--- src/rtl/sw_job_arbiter.sv ---
// sw_job_arbiter: round-robin arbiter sharing one alignment core between two requesters,
// one job in flight, with length validation and a watchdog on the core result.
module sw_job_arbiter #(
    parameter int REF_MAX_LENGTH  = 128,
    parameter int READ_MAX_LENGTH = 128,
    parameter int SCORE_W         = 10,
    parameter int TIMEOUT_CYCLES  = 65535
) (
    input  logic                                 avm_clk,
    input  logic                                 avm_rst,
    input  logic [1:0]                           req_valid,
    output logic [1:0]                           req_ready,
    input  logic [1:0][2*REF_MAX_LENGTH-1:0]     req_ref,
    input  logic [1:0][2*READ_MAX_LENGTH-1:0]    req_read,
    input  logic [1:0][7:0]                      req_ref_len,
    input  logic [1:0][7:0]                      req_read_len,
    output logic [1:0]                           rsp_valid,
    input  logic [1:0]                           rsp_ready,
    output logic [SCORE_W-1:0]                   rsp_score,
    output logic [6:0]                           rsp_column,
    output logic [6:0]                           rsp_row,
    output logic [1:0]                           rsp_status,
    output logic                                 core_i_valid,
    input  logic                                 core_o_ready,
    output logic [2*REF_MAX_LENGTH-1:0]          core_seq_ref,
    output logic [2*READ_MAX_LENGTH-1:0]         core_seq_read,
    output logic [7:0]                           core_ref_len,
    output logic [7:0]                           core_read_len,
    output logic                                 core_i_ready,
    input  logic                                 core_o_valid,
    input  logic [SCORE_W-1:0]                   core_score,
    input  logic [6:0]                           core_column,
    input  logic [6:0]                           core_row,
    output logic                                 busy
);
    typedef enum logic [1:0] {IDLE, ISSUE, WAIT, RESP} state_t;
    localparam logic [8:0] REF_MAX  = 9'(REF_MAX_LENGTH);
    localparam logic [8:0] READ_MAX = 9'(READ_MAX_LENGTH);
    localparam logic [31:0] WD_LAST = 32'(TIMEOUT_CYCLES - 1);

    state_t      state;
    logic        grant;
    logic        last_grant;
    logic        nxt_g;
    logic        len_err;
    logic [31:0] wd;

    // Lone requester wins; on a tie the one not served last time wins.
    always_comb nxt_g = req_valid[1] & (~req_valid[0] | ~last_grant);
    always_comb len_err = core_ref_len == 8'd0 || core_read_len == 8'd0 ||
                          {1'b0, core_ref_len} > REF_MAX || {1'b0, core_read_len} > READ_MAX;
    always_comb busy = state != IDLE;

    always_ff @(posedge avm_clk or posedge avm_rst) begin
        if (avm_rst) begin
            state         <= IDLE;
            grant         <= 1'b0;
            last_grant    <= 1'b1;
            wd            <= '0;
            req_ready     <= '0;
            rsp_valid     <= '0;
            rsp_score     <= '0;
            rsp_column    <= '0;
            rsp_row       <= '0;
            rsp_status    <= '0;
            core_i_valid  <= 1'b0;
            core_i_ready  <= 1'b0;
            core_seq_ref  <= '0;
            core_seq_read <= '0;
            core_ref_len  <= '0;
            core_read_len <= '0;
        end else begin
            req_ready <= '0;
            case (state)
                IDLE: if (|req_valid) begin
                    grant         <= nxt_g;
                    req_ready     <= 2'b01 << nxt_g;
                    core_seq_ref  <= req_ref[nxt_g];
                    core_seq_read <= req_read[nxt_g];
                    core_ref_len  <= req_ref_len[nxt_g];
                    core_read_len <= req_read_len[nxt_g];
                    state         <= ISSUE;
                end
                // First ISSUE cycle validates the latched lengths before offering the job.
                ISSUE: if (!core_i_valid) begin
                    if (len_err) begin
                        rsp_status <= 2'b01;
                        rsp_score  <= '0;
                        rsp_column <= '0;
                        rsp_row    <= '0;
                        rsp_valid  <= 2'b01 << grant;
                        state      <= RESP;
                    end else
                        core_i_valid <= 1'b1;
                end else if (core_o_ready) begin
                    core_i_valid <= 1'b0;
                    core_i_ready <= 1'b1;
                    wd           <= '0;
                    state        <= WAIT;
                end
                WAIT: if (core_o_valid) begin
                    rsp_status   <= 2'b00;
                    rsp_score    <= core_score;
                    rsp_column   <= core_column;
                    rsp_row      <= core_row;
                    rsp_valid    <= 2'b01 << grant;
                    core_i_ready <= 1'b0;
                    state        <= RESP;
                end else if (wd == WD_LAST) begin
                    rsp_status   <= 2'b10;
                    rsp_score    <= '0;
                    rsp_column   <= '0;
                    rsp_row      <= '0;
                    rsp_valid    <= 2'b01 << grant;
                    core_i_ready <= 1'b0;
                    state        <= RESP;
                end else
                    wd <= wd + 32'd1;
                RESP: if (rsp_ready[grant]) begin
                    rsp_valid  <= '0;
                    last_grant <= grant;
                    state      <= IDLE;
                end
                default: state <= IDLE;
            endcase
        end
    end
endmodule

--- config.mk ---
export PLATFORM = sky130hd
export DESIGN_NAME = sw_job_arbiter
export DESIGN_NICKNAME = d
export VERILOG_FILES = /design/src/rtl/sw_job_arbiter.sv
export SDC_FILE = /design/constraint.sdc
export NUM_CORES = 1
export LEC_CHECK = 0
export BUFFER_PORTS_ARGS = -buffer_cell sky130_fd_sc_hd__buf_2
export CELL_PAD_IN_SITES_DETAIL_PLACEMENT = 1
export CELL_PAD_IN_SITES_GLOBAL_PLACEMENT = 1
export CORE_AREA = 2 2 641 643
export DETAILED_ROUTE_END_ITERATION = 16
export DIE_AREA = 0 0 643 645
export GPL_ROUTABILITY_DRIVEN = 0
export PLACE_DENSITY_LB_ADDON = 0.1
export SLEW_MARGIN = 20
export SYNTH_ARGS = -nofsm -noshare
export SYNTH_HDL_FRONTEND = slang
export SYNTH_SLANG_ARGS = --single-unit
--- constraint.sdc ---
create_clock -name avm_clk -period 24.5 [get_ports avm_clk]
set_input_delay 7.35 -clock avm_clk [delete_from_list [all_inputs] [get_ports avm_clk]]
set_output_delay 7.35 -clock avm_clk [all_outputs]
set_load 0.01 [all_outputs]
==> results summary, run 1 <==
The run finished with clean final reports. The boundary pin count is 1,649. In the layout the commonest cells are sky130_fd_sc_hd__buf_2 (1,648), sky130_fd_sc_hd__nand2_1 (967), sky130_fd_sc_hd__dfrtp_1 (595). The average vias per placed instance is 3.026. At the later pin of the worst-skew pair, clock insertion delay measures 0.84 ns. The quantity of hold-fixing buffers added after cts is 0.

The core outline area is 408,100 sq um. The power density over the cells is 129.9 nW/um^2. The path class of the tightest hold or removal check is reg -> reg.

In this run, synthesis inferred 0 flip-flops with an integrated enable. The vertical die dimension came out at 645 microns. The top fanout value on the critical path came out at 60. The instance count after placement with tap cells included is 10,010.

The total of cells resized after clock tree synthesis came out at 0. The cell with the biggest individual delay on the critical path is sky130_fd_sc_hd__buf_4. For this configuration, the core starts out at a cell density of 0.06513. The floorplan has 235 rows.

The tree built by TritonCTS fans out to 596 sinks. The number of cells in the finished layout apart from fillers came out at 10,250. The total count of hold-check failures in the final report is 0. Buffers placed on the I/O ports in this run total 1,648.

The global-route wire length before repair is 335,500 microns. The total overflow left after global routing is 0. The number of global-route vias before repair is 32,260. The least setup slack across all paths after layout is 13.88 ns. The fraction of power spent switching nets is 0.4575. Once the clock tree was built, the setup fixing pass inserted 0 buffers.

The total standard cell area after synthesis is 26,580 sq um. The setup violation total in the final timing report is 0. The highest metal layer carrying signal wires in the routed design is met5. Counting stages on the worst path, the most repeated cell is sky130_fd_sc_hd__buf_4. The number of routed nets with antenna violations is 0. STA classifies the critical path startpoint as an input pin. The pin count of the biggest net entering global routing came out at 172. The share of total power dissipated in sequential elements is 0.307. The yosys synthesis warning count came out at 0. The design internal power is 3.151 mW. The number of optimization iterations in the first detailed-route pass came out at 8. The net total in the final layout came out at 5,763. The cell at the root of the clock tree is sky130_fd_sc_hd__clkbuf_16. The switching power came out at 2.657 mW. The library cell used most frequently in the layout, excluding fill and tap cells, is sky130_fd_sc_hd__buf_2.

The per-instance average area after synthesis is 8.550 sq um. The number of max-slew violations in the final report is 0. The number of instances in the synthesized netlist came out at 3,109.

The register bit total from synthesis is 596. The worst setup path is captured at a flop. The proportion of power drawn by combinational gates came out at 0.432. For the final database, setup skew stands at 0.06677 ns.

The number of antenna violations at the first check in global routing is 313. Counting I/O delays and the setup requirement, the final critical path takes 10.62 ns. Setup repair after global routing left no endpoint under its margin.

The initial detailed-routing violation count is 1,806. Among all flip-flop cells after synthesis, the most frequent one is sky130_fd_sc_hd__dfrtp_1. For this block, the routed nets add up to 258,600 microns of wire. The headroom to the max-slew limit is 0.1914. The transition time of the tightest slew-check pin came out at 1.205 ns. For the worst setup path, the data required time is 25.21 ns. The clock tree from TritonCTS is yes.

The maximum buffer depth of the clock tree is 4. The leakage power total is 19.79 nW. The area of the die came out at 414,700 sq um. The sequential fraction of the synthesis area is 0.5611.

The worst vdd rail ir drop came out at 0.00005378 V. The tool flagged a number of max-cap violations equal to 0. The detailed route wirelength on metal2 is 128,200 microns.

The number of buffers created by CTS is 104. The data arrival time of the critical path is 11.33 ns. The netlist uses 49 different library cells.

Of all flip-flops after synthesis, the portion carrying an async set or reset was 1.000. Setup total negative slack on the finished layout was measured at 0 ns. The number of remaining DRC errors came out at 0. The total length of routed met3 wires is 20,590 microns. Walking the worst path, the cells encountered are buf_2 -> nand2_1 -> and2_4 -> buf_4 -> buf_4 -> buf_4 -> buf_4 -> nand2_1 -> a31oi_1. The total nets after synthesis came out at 4,203. Relative to the synthesized area, the layout overhead comes to 68.16%. Across all layers, the routed design uses 31,010 vias. The type of the worst setup path is in -> reg. The buffers plus inverters on the worst setup path came out at 5. In this run the number of H-tree levels came out at 3. The worst-case setup slack after placement came out at 12.76 ns. The total routing resource utilization after global routing came out at 0.1202. The placed wire-length estimate after detailed placement is 209,200 microns. The die width is 643 microns. Dividing the detail-routed wire length by the instance count gives 25.24 microns. Of the cells placed in the final design, the portion with a size suffix greater than 1 is 0.3928.

On the critical path the largest part of the delay comes from buffers and inverters. The upper clock frequency limit came out at 0.09414 GHz. The part of the power in the clock network came out at 0.261. The fraction of the cycle the final worst path needs is 0.4336.

The routed length on met1 came out at 102,700 microns. The clock transition at the register clock pins on the worst setup and hold paths after CTS came out at 0.05 ns. The highest cell delay on the worst timing path is 0.68 ns.
==> cells in the mapped netlist (2+ instances only) <==
| master | instances | area, sq um |
|---|---|---|
| sky130_fd_sc_hd__nand2_1 | 968 | 3633 |
| sky130_fd_sc_hd__dfrtp_1 | 595 | 14890 |
| sky130_fd_sc_hd__nor2_1 | 502 | 1884 |
| sky130_fd_sc_hd__a31oi_1 | 459 | 2872 |
| sky130_fd_sc_hd__clkbuf_1 | 219 | 822.0 |
| sky130_fd_sc_hd__inv_1 | 81 | 304.0 |
| sky130_fd_sc_hd__a222oi_1 | 69 | 690.7 |
| sky130_fd_sc_hd__nand3_1 | 34 | 170.2 |
| sky130_fd_sc_hd__o21ai_1 | 26 | 130.1 |
| sky130_fd_sc_hd__xnor2_1 | 25 | 219.0 |
| sky130_fd_sc_hd__buf_2 | 15 | 75.07 |
| sky130_fd_sc_hd__nor3_1 | 15 | 75.07 |
| sky130_fd_sc_hd__a21oi_1 | 10 | 50.05 |
| sky130_fd_sc_hd__nor4_1 | 10 | 62.56 |
| sky130_fd_sc_hd__nand4_1 | 7 | 43.79 |
| sky130_fd_sc_hd__buf_1 | 6 | 22.52 |
| sky130_fd_sc_hd__ha_1 | 6 | 75.07 |
| sky130_fd_sc_hd__o21ai_0 | 6 | 30.03 |
| sky130_fd_sc_hd__a211oi_1 | 5 | 37.54 |
| sky130_fd_sc_hd__and3_1 | 4 | 25.02 |
| sky130_fd_sc_hd__mux2i_1 | 4 | 40.04 |
| sky130_fd_sc_hd__or3_1 | 4 | 25.02 |
| sky130_fd_sc_hd__a21o_1 | 3 | 22.52 |
| sky130_fd_sc_hd__mux2_2 | 3 | 33.78 |
| sky130_fd_sc_hd__a221oi_1 | 2 | 17.52 |
| sky130_fd_sc_hd__a31o_2 | 2 | 17.52 |
| sky130_fd_sc_hd__and2_1 | 2 | 12.51 |
| sky130_fd_sc_hd__nor3b_1 | 2 | 15.01 |
| sky130_fd_sc_hd__nor4_4 | 2 | 42.54 |
| sky130_fd_sc_hd__nor4b_1 | 2 | 17.52 |
| sky130_fd_sc_hd__or2_2 | 2 | 12.51 |
| sky130_fd_sc_hd__or4_1 | 2 | 15.01 |
==> cell type report <==
type | count | area, sq um
Fill cell | 48880 | 363400
Clock buffer | 163 | 3055
Timing Repair Buffer | 1694 | 8713
Inverter | 81 | 311.5
Clock inverter | 19 | 245.2
Multi-Input combinational cell | 2192 | 10510
Antenna cell | 51 | 127.6
Tap cell | 5451 | 6820
Sequential cell | 596 | 14920
==> registers in the layout, summed over array words and instances (netlist names) <==
signal         cells
core_seq_read    256
rsp_column         7
rsp_row            7
req_ready          2
rsp_score         10
core_i_valid       1
rsp_status         2
core_read_len      8
core_seq_ref     256
wd                32
last_grant         1
core_i_ready       1
state              2
grant              1
rsp_valid          2
core_ref_len       8
==> kinds of logic after synthesis <==
group / synth area share
simple gates: 0.2292
flops: 0.5611
compound gates: 0.1498
buf+inv: 0.04604
xor+xnor: 0.008238
mux: 0.002777
fa+ha+maj: 0.002824
==> final timing paths <==
check                             startpoint                 end  slack (ns)  cells after the start
setup reg to reg                    state[0]   core_seq_ref[235]       19.41                      9
hold reg to reg            core_seq_ref[184]   core_seq_ref[184]        0.48                      2
max in group asynchronous            avm_rst  core_seq_read[183]       14.55                      6
hold / removal             core_seq_ref[184]   core_seq_ref[184]        0.48                      2
min in group asynchronous            avm_rst    core_seq_ref[48]        6.63                      2
setup / recovery                req_valid[0]   core_seq_ref[249]       13.88                      9
==> metrics by stage <==
step	area (sq um)	power [mW]	hold slack (ns)	util
6_report	44700	5.808	0.4792	0.1095
5_1_grt	44600	6.283	0.5059	0.1093
3_3_place_gp	41240	4.452	0.4646	0.1011
3_5_place_dp	41240	4.461	0.4726	0.1011
4_1_cts	44540	6.072	0.4866	0.1091
2_1_floorplan	26580	2.863	0.5085	-
==> power by group through the flow <==
stage / Clock [mW] / Combinational [mW] / Sequential, mW
2_1_floorplan: 0 / 0.933 / 1.93
3_3_place_gp: 0 / 2.65 / 1.80
3_5_place_dp: 0 / 2.65 / 1.81
4_1_cts: 1.62 / 2.66 / 1.80
5_1_grt: 1.64 / 2.79 / 1.86
6_report: 1.52 / 2.51 / 1.78
==> routing by layer <==
layer  up-vias  track usage
li1      13780            -
met1     15090       0.1380
met2      1369       0.2146
met3       634      0.04391
met4       140      0.02001
met5         -            0
==> worst reg2reg max path, delay by kind of cell (launching register included) <==
kind	cells	cell delay [ns]
DFF	1	0.41
adders and majority gates	1	0.37
buffers and inverters	6	3.18
and+or+nand+nor	1	0.37
AOI/OAI and AO/OA	1	0.54
(Power assumes the default switching activity.)
==> run 2: changes to the inputs <==
- CORE_AREA: 2 2 641 643 -> 2 2 645 647
- DIE_AREA: 0 0 643 645 -> 0 0 647 649
- clock period: 24.5 -> 10.8 ns (I/O delays scaled with it)
==> run 2 against run 1 <==
Effect of this change:
- worst hold slack lost 0.0019 ns
- clock skew shrank 0.0079 ns
- core utilization shrank 0.12 points
- routed wire length grew 0.53%
- highest routed layer unchanged
- final area is essentially flat
- critical path depth shrank 5
- sequential power grew 130%
- non-clock buffer count is the same
- worst setup slack lost 8.6 ns
- sequential share of layout area is essentially flat
- clock power grew 120%
==> results summary, run 2 (synthesis gave the netlist of run 1 again) <==
TritonCTS built the clock tree. The average wire per cell in the routed design came out at 25.33 microns. The number of remaining DRC errors came out at 0. After global routing, the most crowded layer is met2. The fraction of the cycle the final worst path needs is 0.5128. The number of cells in the finished layout apart from fillers came out at 10,270. The total number of clock tree sinks came out at 596. The class of the worst hold path is reg -> reg. STA classifies the critical path startpoint as a flop. Gates resized during post-CTS repair numbered 0. The initial detailed-routing violation count came out at 1,833. The post-layout total power came out at 13.04 mW. Measured against its own limit, the worst slew margin works out to 0.2787. The average vias per placed instance came out at 3.024.

The total count of hold-check failures in the final report is 0. The top fanout value on the critical path came out at 6. In the global route stage, met3 resource usage came out at 0.04197. The total grt overflow is 0. The number of optimization iterations in the first detailed-route pass is 10. In this run the remaining antenna-violating nets after routing total 0. The worst clock skew is 0.05886 ns. The data arrival time of the critical path came out at 2.30 ns. The analysis attributes to cell leakage a power of 19.75 nW. The number of buffers created by CTS came out at 103. In this run the core area contains 236 standard-cell rows. The maximum buffer depth of the clock tree came out at 4. Setup violations remaining at the end of the flow were counted as 0.

The core outline area is 412,500 sq um. The net total in the final layout came out at 5,762. The number of antenna violations at the first check in global routing is 321. Setup repair after global routing left no endpoint under its margin.

Detailed placement finished with a half-perimeter wire length of 211,100 microns. The number of setup buffers added after CTS is 0. The number of max-slew violations in the final report is 0. The fraction of layout cells with a size suffix above 1 came out at 0.3918. The pin count of the biggest net entering global routing came out at 183. The vertical die dimension came out at 649 microns.

The count of max-cap constraint violations came out at 0. The boundary pin count is 1,649. The number of fill cells is 49,180. The clock latency on the worst-skew pair is 0.83 ns. The number of input and output port buffers inserted came out at 1,648. The library cell used most frequently in the layout, excluding fill and tap cells, is sky130_fd_sc_hd__buf_2. The tree is rooted in a sky130_fd_sc_hd__clkbuf_16. The global-route wire length before repair came out at 336,700 microns.

The routed design has 260,000 microns of wire. The final core utilization is 0.1084. Including well taps, the total number of placed cells is 10,040. The upper clock frequency limit came out at 0.1806 GHz.

The largest registers in the layout are core_seq_read: 256 flops, core_seq_ref: 256 flops, wd: 32 flops. The total routing resource utilization after global routing is 0.1198. The data required time at the worst endpoint is 7.56 ns. The clock transition at the register clock pins on the worst setup and hold paths after CTS is 0.06 ns.

The worst vdd rail ir drop is 0.0001113 V. The maximum level of the CTS H-tree is 3. The die width came out at 647 microns.

Power spread over the standard cell area amounts to 291.7 nW/um^2. The top cell types in the final layout, fill and taps aside, are sky130_fd_sc_hd__buf_2 (1,648), sky130_fd_sc_hd__nand2_1 (967), sky130_fd_sc_hd__dfrtp_1 (595). The number of global-route vias before repair is 32,390. The area of the die is 419,900 sq um. The number of hold buffers added after CTS was 0. The transition time of the tightest slew-check pin is 1.082 ns. STA classifies the critical path endpoint as a primary output. The area of all sequential standard cells is 14,920 sq um. For met1 alone, demand over resource in global routing was 0.1338. The type of the worst setup path is reg -> out.

The footprint of the multi-input gates is 10,500 sq um. The detailed router placed 31,050 vias in this run. The shortest clock period the worst path allows after layout came out at 5.538 ns. The met2 track utilization from global routing came out at 0.2201.

Compared with the post-synthesis result, the final layout area differs by 68.15%. The run finished with clean final reports. The initial core utilization is 0.06444.
## run 2: cell types whose count changed in the layout (fill, tap and decap cells not counted), moves of 2 or more
cell | previous run | this run
sky130_fd_sc_hd__buf_12 | 8 | 14
sky130_fd_sc_hd__clkbuf_1 | 37 | 41
sky130_fd_sc_hd__clkbuf_16 | 105 | 103
sky130_fd_sc_hd__clkinv_2 | 10 | 6
sky130_fd_sc_hd__buf_4 | 37 | 32
sky130_fd_sc_hd__clkbuf_8 | 21 | 19
sky130_fd_sc_hd__clkinvlp_4 | 1 | 3
## run 2: per-stage QoR
step | hold slack [ns] | setup WS (ns) | instance area, sq um | setup TNS (ns)
5_1_grt | 0.5012 | 4.999 | 44600 | 0
3_3_place_gp | 0.4674 | 4.751 | 41340 | 0
3_5_place_dp | 0.4686 | 4.746 | 41340 | 0
2_1_floorplan | 0.5085 | -0.5665 | 26580 | -337.05
6_report | 0.4774 | 5.262 | 44700 | 0
4_1_cts | 0.4852 | 5.052 | 44570 | 0
## run 2: metal layers
layer | vias up | wire (microns)
met5 | - | 1024
met4 | 154 | 6222
met3 | 673 | 19970
met2 | 1364 | 131500
met1 | 15100 | 101300
li1 | 13760 | -
## run 2: layout make-up
type                       count  area share
clock inverter                16    0.005207
timing repair buffer        1694      0.1962
clock buffer                 163     0.06696
inverter                      81    0.006887
tap                         5474      0.1532
multi-input combinational   2192      0.2350
antenna                       50    0.002799
sequential                   596      0.3337
## run 2: final timing paths
kind	from	to	slack (ns)	cells after the start
max	state[0]	busy	5.26	4
min	rsp_column[6]	rsp_column[6]	0.48	2
max reg2reg	state[0]	core_seq_read[28]	7.23	7
min reg2reg	rsp_column[6]	rsp_column[6]	0.48	2
max in group asynchronous	avm_rst	core_seq_read[194]	6.26	4
min in group asynchronous	avm_rst	core_seq_ref[19]	2.59	2
## run 2: critical path, stage by stage, from the launching register on
cell and delay [ns]:
sky130_fd_sc_hd__dfrtp_1 0.41, sky130_fd_sc_hd__inv_1 0.14, sky130_fd_sc_hd__ha_1 0.39, sky130_fd_sc_hd__inv_1 0.25
sky130_fd_sc_hd__buf_2 0.26
## run 2: power breakdown
| group | internal, mW | switching, mW | total [mW] |
|---|---|---|---|
| Combinational | 1.80 | 3.82 | 5.62 |
| Sequential | 3.32 | 0.721 | 4.04 |
| Clock | 2.00 | 1.39 | 3.38 |
| Total | 7.11 | 5.93 | 13.0 |
